`src/rtl/clock_div_multi.sv`:
```
// clock_div_multi: multi-channel run-time programmable clock divider.
// Each channel produces a registered divided clock (outclk) and a one-cycle
// period-start tick. Divisor updates go through a shadow register and take
// effect only at a period boundary (wrap or sync), so outclk never glitches.
// Optional build macro CLKDIV_DUTY_EN adds a per-channel programmable duty
// threshold (duty_value) that is loaded and applied together with the divisor.
module clock_div_multi #(
  parameter int CHANNELS    = 4,
  parameter int WIDTH       = 28,
  parameter int DEFAULT_DIV = 2
) (
  input  logic                      reset,
  input  logic                      clock,
  input  logic [CHANNELS-1:0]       enable,
  input  logic                      sync,
  input  logic [CHANNELS-1:0]       div_load,
  input  logic [CHANNELS*WIDTH-1:0] div_value,
`ifdef CLKDIV_DUTY_EN
  input  logic [CHANNELS*WIDTH-1:0] duty_value,
`endif
  output logic [CHANNELS-1:0]       outclk,
  output logic [CHANNELS-1:0]       tick,
  output logic [CHANNELS-1:0]       pending
);

  localparam logic [WIDTH-1:0] DEF_DIV = WIDTH'(DEFAULT_DIV);
  localparam logic [WIDTH-1:0] MIN_DIV = WIDTH'(2);
  localparam logic [WIDTH-1:0] ONE     = WIDTH'(1);

  genvar gi;
  generate
    for (gi = 0; gi < CHANNELS; gi = gi + 1) begin : g_chan
      logic [WIDTH-1:0] counter_reg;
      logic [WIDTH-1:0] active_div_reg;
      logic [WIDTH-1:0] shadow_div_reg;
      logic             outclk_reg;
      logic             tick_reg;
      logic             pending_reg;

      logic [WIDTH-1:0] load_div;     // clamped divisor from the input slice
      logic [WIDTH-1:0] apply_div;    // divisor in force after a boundary
      logic [WIDTH-1:0] counter_inc;
      logic [WIDTH-1:0] threshold;    // counter value where outclk goes high
      logic             wrap;

`ifdef CLKDIV_DUTY_EN
      logic [WIDTH-1:0] active_duty_reg;
      logic [WIDTH-1:0] shadow_duty_reg;
      logic [WIDTH-1:0] raw_duty;
      logic [WIDTH-1:0] load_duty;    // duty clamped to 1..load_div-1
      logic [WIDTH-1:0] apply_duty;

      // Clamp the incoming duty against the divisor it is loaded with.
      always_comb begin
        raw_duty = duty_value[gi*WIDTH +: WIDTH];
        if (raw_duty < ONE) begin
          load_duty = ONE;
        end else if (raw_duty > load_div - ONE) begin
          load_duty = load_div - ONE;
        end else begin
          load_duty = raw_duty;
        end
        if (div_load[gi]) begin
          apply_duty = load_duty;
        end else if (pending_reg) begin
          apply_duty = shadow_duty_reg;
        end else begin
          apply_duty = active_duty_reg;
        end
        threshold = active_duty_reg;
      end

      // Duty shadow/active registers track the divisor registers exactly.
      always_ff @(posedge clock or posedge reset) begin
        if (reset) begin
          active_duty_reg <= DEF_DIV >> 1;
          shadow_duty_reg <= DEF_DIV >> 1;
        end else begin
          if (div_load[gi]) begin
            shadow_duty_reg <= load_duty;
          end
          if (sync || wrap) begin
            active_duty_reg <= apply_duty;
          end
        end
      end
`else
      // Without the duty option the threshold is half the divisor.
      always_comb begin
        threshold = active_div_reg >> 1;
      end
`endif

      // Divisor clamp, boundary selection and counter increment.
      always_comb begin
        load_div = div_value[gi*WIDTH +: WIDTH];
        if (load_div < MIN_DIV) begin
          load_div = MIN_DIV;
        end
        if (div_load[gi]) begin
          apply_div = load_div;
        end else if (pending_reg) begin
          apply_div = shadow_div_reg;
        end else begin
          apply_div = active_div_reg;
        end
        counter_inc = counter_reg + ONE;
        wrap        = enable[gi] && (counter_reg == active_div_reg - ONE);
      end

      // Channel state: sync beats wrap beats count; disabled channels hold.
      always_ff @(posedge clock or posedge reset) begin
        if (reset) begin
          counter_reg    <= '0;
          active_div_reg <= DEF_DIV;
          shadow_div_reg <= DEF_DIV;
          outclk_reg     <= 1'b0;
          tick_reg       <= 1'b0;
          pending_reg    <= 1'b0;
        end else begin
          if (div_load[gi]) begin
            shadow_div_reg <= load_div;
          end
          if (sync || wrap) begin
            // Period boundary: new divisor takes effect from counter 0.
            counter_reg    <= '0;
            active_div_reg <= apply_div;
            outclk_reg     <= 1'b0;
            tick_reg       <= 1'b1;
            pending_reg    <= 1'b0;
          end else begin
            tick_reg <= 1'b0;
            if (div_load[gi]) begin
              pending_reg <= 1'b1;
            end
            if (enable[gi]) begin
              counter_reg <= counter_inc;
              outclk_reg  <= (counter_inc >= threshold);
            end
          end
        end
      end

      assign outclk[gi]  = outclk_reg;
      assign tick[gi]    = tick_reg;
      assign pending[gi] = pending_reg;
    end
  endgenerate

endmodule

```
`config.mk`:
```
export PLATFORM = sky130hd
export DESIGN_NAME = clock_div_multi
export DESIGN_NICKNAME = d
export VERILOG_FILES = /design/src/rtl/clock_div_multi.sv
export SDC_FILE = /design/constraint.sdc
export NUM_CORES = 1
export LEC_CHECK = 0
export ABC_AREA = 1
export CAP_MARGIN = 20
export CORE_UTILIZATION = 40
export CTS_BUF_LIST = sky130_fd_sc_hd__clkbuf_16
export DETAILED_ROUTE_END_ITERATION = 10
export PLACE_DENSITY_LB_ADDON = 0.3
export SLEW_MARGIN = 20
export SYNTH_ARGS = -nofsm -noshare
export SYNTH_HDL_FRONTEND = slang
export SYNTH_SLANG_ARGS = --single-unit
```
`constraint.sdc`:
```
create_clock -name clock -period 12.1 [get_ports clock]
set_input_delay 1.21 -clock clock [delete_from_list [all_inputs] [get_ports clock]]
set_output_delay 1.21 -clock clock [all_outputs]
set_load 0.05 [all_outputs]
```
==> results of run 1 <==
==> worst register-to-register path: cells and delay by family (launching register included) <==
family	cells	cell delay (ps)
and+or+nand+nor	11	2520
DFF	1	430
buffers and inverters	1	110
xor gates and xnor gates	1	150
adders and majority gates	1	310
==> worst min-delay path by stage <==
stage	start	end	slack, ps	depth (start not counted)
after CTS	g_chan[1].shadow_div_reg[9]	g_chan[1].shadow_div_reg[9]	470	2
after floorplan	g_chan[0].shadow_div_reg[27]	g_chan[0].shadow_div_reg[27]	440	2
after global placement	g_chan[3].shadow_div_reg[5]	g_chan[3].shadow_div_reg[5]	450	2
after detailed placement	g_chan[3].shadow_div_reg[7]	g_chan[3].shadow_div_reg[7]	460	2
final	g_chan[2].shadow_div_reg[24]	g_chan[2].shadow_div_reg[24]	470	2
after global routing	g_chan[3].shadow_div_reg[12]	g_chan[3].shadow_div_reg[12]	480	2
==> power by group through the flow <==
stage	registers, W	clock network (W)	logic (W)
finish	0.00138	0.00130	0.000750
global route	0.00139	0.00138	0.000870
CTS	0.00138	0.00134	0.000753
detailed placement	0.00140	0	0.000747
global placement	0.00140	0	0.000739
floorplan	0.00136	0	0.000570
==> kinds of logic (layout without fill, tap and decap cells) <==
family	Yosys count	after routing	share of synthesized area (%)
compound gates	241	241	5.353
xor+xnor	205	205	7.552
fa+ha+maj	116	116	6.058
buf+inv	494	597	8.492
flops	348	348	36.39
simple gates	2040	2040	36.16
==> metrics by stage <==
stage,util [%],worst slack (ps)
after floorplan,-,1253
after detailed placement,43.54,7408
final,45.91,7992
after global placement,43.54,7528
after CTS,45.91,8021
after global routing,45.91,7620
==> metal layers <==
metal / wire length (um) / up-vias
li1: - / 11070
met5: 0 / -
met4: 1226 / 0
met3: 3306 / 79
met1: 30570 / 9730
met2: 26710 / 490
==> cell usage in the layout (no fill, tap or decap), types with 31 or more instances in the layout <==
cell and count:
nand2_1 1197, inv_1 373, nor2_1 348, dfrtp_1 340
nand3_1 248, xor2_1 153, clkdlybuf4s50_1 134, ha_1 116
a21oi_1 86, nand4_1 82, o21ai_0 78, xnor2_1 51
o21ai_1 48, nor3_1 42, clkbuf_16 42, nor4_1 31
==> final cells by class <==
type                       instances  area (um2)  area share (%)
clock buffer                      42        1051           3.871
clock inverter                    31       352.8           1.300
inverter                         379        1430           5.268
multi-input combinational       2602       13210           48.64
sequential                       348        8718           32.11
tap                              773       967.2           3.563
timing repair buffer             145        1424           5.245
==> results.json, run 1 <==
{
  "core_area_mm2": 0.05913,
  "critPathMaxFanout": 30,
  "routed_wl_mm": 61.81,
  "firstDrtPassIters": 11,
  "drive_above_1_share_pct": 4.398,
  "endpoint_kind": "flip-flop",
  "hpwlAfterDp_mm": 46.86,
  "die_area_mm2": 0.06088,
  "power.density_mw_per_mm2": 126.4,
  "seqPwrFrac_pct": 40.2,
  "period_minus_slack_ps": 4108,
  "intPower_w": 0.002318,
  "relSlewSlack_pct": 29.21,
  "crit_family": "buffers and inverters",
  "use_met3_pct": 3.050,
  "cts_buffers": 40,
  "hold_ws_ps": 470.0,
  "cts_root_buffer": "clkbuf_16",
  "die_x_um": 246.7,
  "routedWlPerCell_um": 14.31,
  "clock_tree.buffer_depth": 3,
  "worstRegToRegCells": 14,
  "drc_errors": 14,
  "maxCapViolCount": 0,
  "r2r-start": "g_chan[1].counter_reg[6]",
  "total_power_w": 0.003431,
  "fmax_ghz": 0.2434,
  "grt_busiest_layer": "met2",
  "required_ps": 12590,
  "synth_most_common_cell": "nand2_1",
  "ir_worst_vdd_uv": 89.34,
  "dieHeight_um": 246.7,
  "path_buf_inv": 2,
  "antenna_left": 0,
  "synth-seq-area-share_pct": 36.39,
  "critPathLaunchType": "input port",
  "cp_num_cells": 6,
  "cp.arrival_ps": 4600,
  "synth_top_area_share_pct": 35.51,
  "syn_to_final_growth_pct": 13.32,
  "ys_types": 47,
  "h-tree-depth": 2,
  "critPathKind": "in -> reg",
  "place_area_mm2": 0.02574,
  "path_cells": "clkdlybuf4s50_1 > inv_1 > nand2_1 > nand2_4 > nand2_1 > nand2_1",
  "synthTopCellsByCount": "nand2_1 (1,197), inv_1 (368), nor2_1 (348)",
  "fin_skew_ps": 30.71,
  "grt_usage_pct": 20.78,
  "vias": 21370,
  "yosysTopAreaCell": "dfrtp_1",
  "yosysWarnings": 0,
  "cts_sinks": 348,
  "cts.repair.resized": 0,
  "period_share_pct": 33.95,
  "initial_core_util_pct": 40.52,
  "syn_area_per_cell_um2": 6.956,
  "grt_overflow": 0,
  "violations": "design-rule violations",
  "groute.layer.met1.usage_pct": 29.81,
  "synthTopCellsByArea": "dfrtp_1 (36%), nand2_1 (19%), ha_1 (6.1%), inv_1 (5.8%), xor2_1 (5.6%)",
  "n_antenna_cell": 0,
  "setup_tns_ps": 0,
  "grt_max_degree": 89,
  "drt-initial-drc-count": 1292,
  "status": "finished with violations",
  "antenna_found_initial": 0,
  "synth_nets": 3683,
  "synth-edff-count": 0,
  "routed_via_density": 4.947,
  "ff2ff_setup_slack_ps": 8520,
  "final_cells": 4320,
  "dp_cells": 4247,
  "pwr-share-comb_pct": 21.9,
  "grt_use_met2_pct": 32.79,
  "fillCellCount": 6006,
  "p_leak_nw": 13.62,
  "std_cell_rows": 89,
  "hold_violations": 0,
  "syn_inst": 3444,
  "setup_violations": 0,
  "p_clk_share_pct": 37.9,
  "place.gp.congestion": 0.9225,
  "grt_pass1_vias": 20560,
  "hold_path.class": "reg -> reg",
  "critical_path.startpoint": "div_load[1]",
  "ys.flop_type": "dfrtp_1",
  "tightestPinTransition_ps": 1059,
  "max_stage_delay_ps": 880,
  "async_reset_ff_share_pct": 100.0,
  "cts_setup_buffers": 0,
  "critPathCapture": "g_chan[1].active_div_reg[1]",
  "p_sw_w": 0.001114,
  "power_switching_share_pct": 32.46,
  "maxSlewViolCount": 0,
  "cts_tree": "yes",
  "ctsHoldBuffers": 0,
  "crit_slowest_cell": "inv_1",
  "clkTransAtPathRegs_ps": 60,
  "cp_common_cell": "nand2_1",
  "ios": 135,
  "ys_seq_elements": 348,
  "rsz0062_at_grt": "false",
  "final_cell_area_mm2": 0.02715,
  "nets": 3755,
  "clkLatencyLatePin_ps": 580,
  "syn-cell-area_mm2": 0.02396,
  "r2r_end": "g_chan[1].outclk_reg",
  "grt_pass1_wl_mm": 104.4,
  "io_buffers": 134
}
Note: power is estimated with default switching activity, not from simulation.
==> run 2, diff against run 1 <==
==> constraint.sdc (replaced) <==
create_clock -name clock -period 4.1 [get_ports clock]
set_input_delay 0.41 -clock clock [delete_from_list [all_inputs] [get_ports clock]]
set_output_delay 0.41 -clock clock [all_outputs]
set_load 0.05 [all_outputs]
==> results.json, run 2 (synthesized netlist as in run 1, its figures left out) <==
{
  "fin_skew_ps": 25.50,
  "p_leak_nw": 13.67,
  "antenna_left": 0,
  "routed_wl_mm": 62.04,
  "tightestPinTransition_ps": 939.3,
  "hold_path.class": "in -> async",
  "fin_util_pct": 46.12,
  "cp.arrival_ps": 3830,
  "cts_buffers": 41,
  "initial_core_util_pct": 40.52,
  "r2r-start": "g_chan[2].counter_reg[0]",
  "ios": 135,
  "maxCapViolCount": 0,
  "place.gp.congestion": 0.9068,
  "cts_setup_buffers": 0,
  "rsz0062_at_grt": "false",
  "critPathLaunchType": "flip-flop",
  "routed_via_density": 4.921,
  "mostFrequentLayoutCells": "nand2_1 (1,197), inv_1 (374), nor2_1 (348)",
  "cts_sinks": 348,
  "critPathKind": "reg -> reg",
  "period_share_pct": 82.21,
  "std_cell_rows": 89,
  "dp_slack_ps": 743.4,
  "clkTransAtPathRegs_ps": 60,
  "violations": "design-rule violations",
  "antenna_found_initial": 0,
  "relSlewSlack_pct": 37.31,
  "cts_root_buffer": "clkbuf_16",
  "grt_busiest_layer": "met2",
  "fillCellCount": 6017,
  "grt_usage_pct": 20.87,
  "ctsHoldBuffers": 0,
  "clock_tree.buffer_depth": 3,
  "maxSlewViolCount": 0,
  "dieHeight_um": 246.7,
  "multi_input_area_mm2": 0.01321,
  "clkLatencyLatePin_ps": 570,
  "use_met3_pct": 2.724,
  "cts.repair.resized": 0,
  "ir_worst_vdd_uv": 236.3,
  "h-tree-depth": 2,
  "dp_cells": 4264,
  "required_ps": 4560,
  "seq_area_mm2": 0.008718,
  "layout_commonest_cell": "nand2_1",
  "final_cells": 4339,
  "die_area_mm2": 0.06088,
  "routedWlPerCell_um": 14.30,
  "grt_use_met2_pct": 33.21,
  "endpoint_kind": "flip-flop",
  "critical_path.startpoint": "g_chan[2].counter_reg[0]",
  "grt_pass1_wl_mm": 104.4,
  "grt_overflow": 0,
  "groute.layer.met1.usage_pct": 29.65,
  "period_minus_slack_ps": 3371,
  "syn_to_final_growth_pct": 13.82,
  "power.density_mw_per_mm2": 366.6,
  "critPathMaxFanout": 6,
  "hold_violations": 0,
  "die_x_um": 246.7,
  "status": "finished with violations",
  "io_buffers": 134,
  "firstDrtPassIters": 8,
  "drt-initial-drc-count": 1488,
  "n_antenna_cell": 0,
  "fin_ws_ps": 729.5,
  "grt_max_degree": 73,
  "hpwlAfterDp_mm": 47.47,
  "drive_above_1_share_pct": 4.851,
  "setup_violations": 0,
  "fmax_ghz": 0.2967,
  "drc_errors": 18,
  "vias": 21350,
  "cts_tree": "yes",
  "grt_pass1_vias": 20760,
  "nets": 3773,
  "core_area_mm2": 0.05913
}
## run 2: changes by cell type in the layout (fill, tap and decap cells not counted)
cell	change
inv_1	+1
inv_6	-2
clkinv_8	-1
clkinv_4	+1
clkinvlp_4	+7
inv_8	-2
buf_4	+13
bufinv_16	-3
buf_12	+4
clkbuf_16	+1
clkinv_2	-1
clkinv_1	+1
## run 2: where the power goes
group / total, W / internal, W / switching [W]
registers: 0.00407 / 0.00372 / 0.000344
clock network: 0.00369 / 0.00216 / 0.00153
logic: 0.00224 / 0.000823 / 0.00142
## run 2: final timing paths
kind                       cells past startpoint  slack, ps                            to
setup / recovery                              21        730          g_chan[2].outclk_reg
hold / removal                                 2        300  g_chan[2].shadow_div_reg[23]
setup reg to reg                              21        730          g_chan[2].outclk_reg
hold reg to reg                                2        470  g_chan[1].shadow_div_reg[24]
max in group asynchronous                      3       2940   g_chan[2].active_div_reg[1]
min in group clock                             3        430  g_chan[2].shadow_div_reg[10]
## run 2: area by class of cell
type | instances | share of cell area (%)
clock buffer | 43 | 3.946
sequential | 348 | 31.97
tap | 773 | 3.547
inverter | 379 | 5.231
multi-input combinational | 2602 | 48.43
timing repair buffer | 162 | 5.873
clock inverter | 32 | 1.005
## run 2: per-layer routing
layer  up-vias  part of all wire, %
met4         0                  2.3
li1      11120                    -
met3        92                  5.0
met1      9683                   49
met2       458                   44
met5         -                    0
## run 2: stage by stage
step	hold WS, ps	TNS (ps)	total power [W]	cell area [um2]
detailed placement	456.4	0	0.006352	25920
CTS	307.7	0	0.01010	27270
finish	303.7	0	0.009998	27270
floorplan	438.6	-327050	0.005683	23960
global route	340.5	0	0.01063	27270
global placement	452.0	0	0.006331	25920
## run 2: worst max-delay path, stage by stage, from the launching register on
cell and delay (ps):
dfrtp_1 430, ha_1 210, nand3_1 140, inv_1 80
nand2_1 150, nor2_4 150, nand4_1 110, or2_1 230
nor2_1 190, nand2_1 130, xor2_1 170, inv_2 50
ha_1 280, nand4_1 130, a21oi_1 60, nor3_1 120
a21boi_0 240, nor2_1 60, nor2_1 100, nand3_1 70
nor2_1 90, nor2_1 50
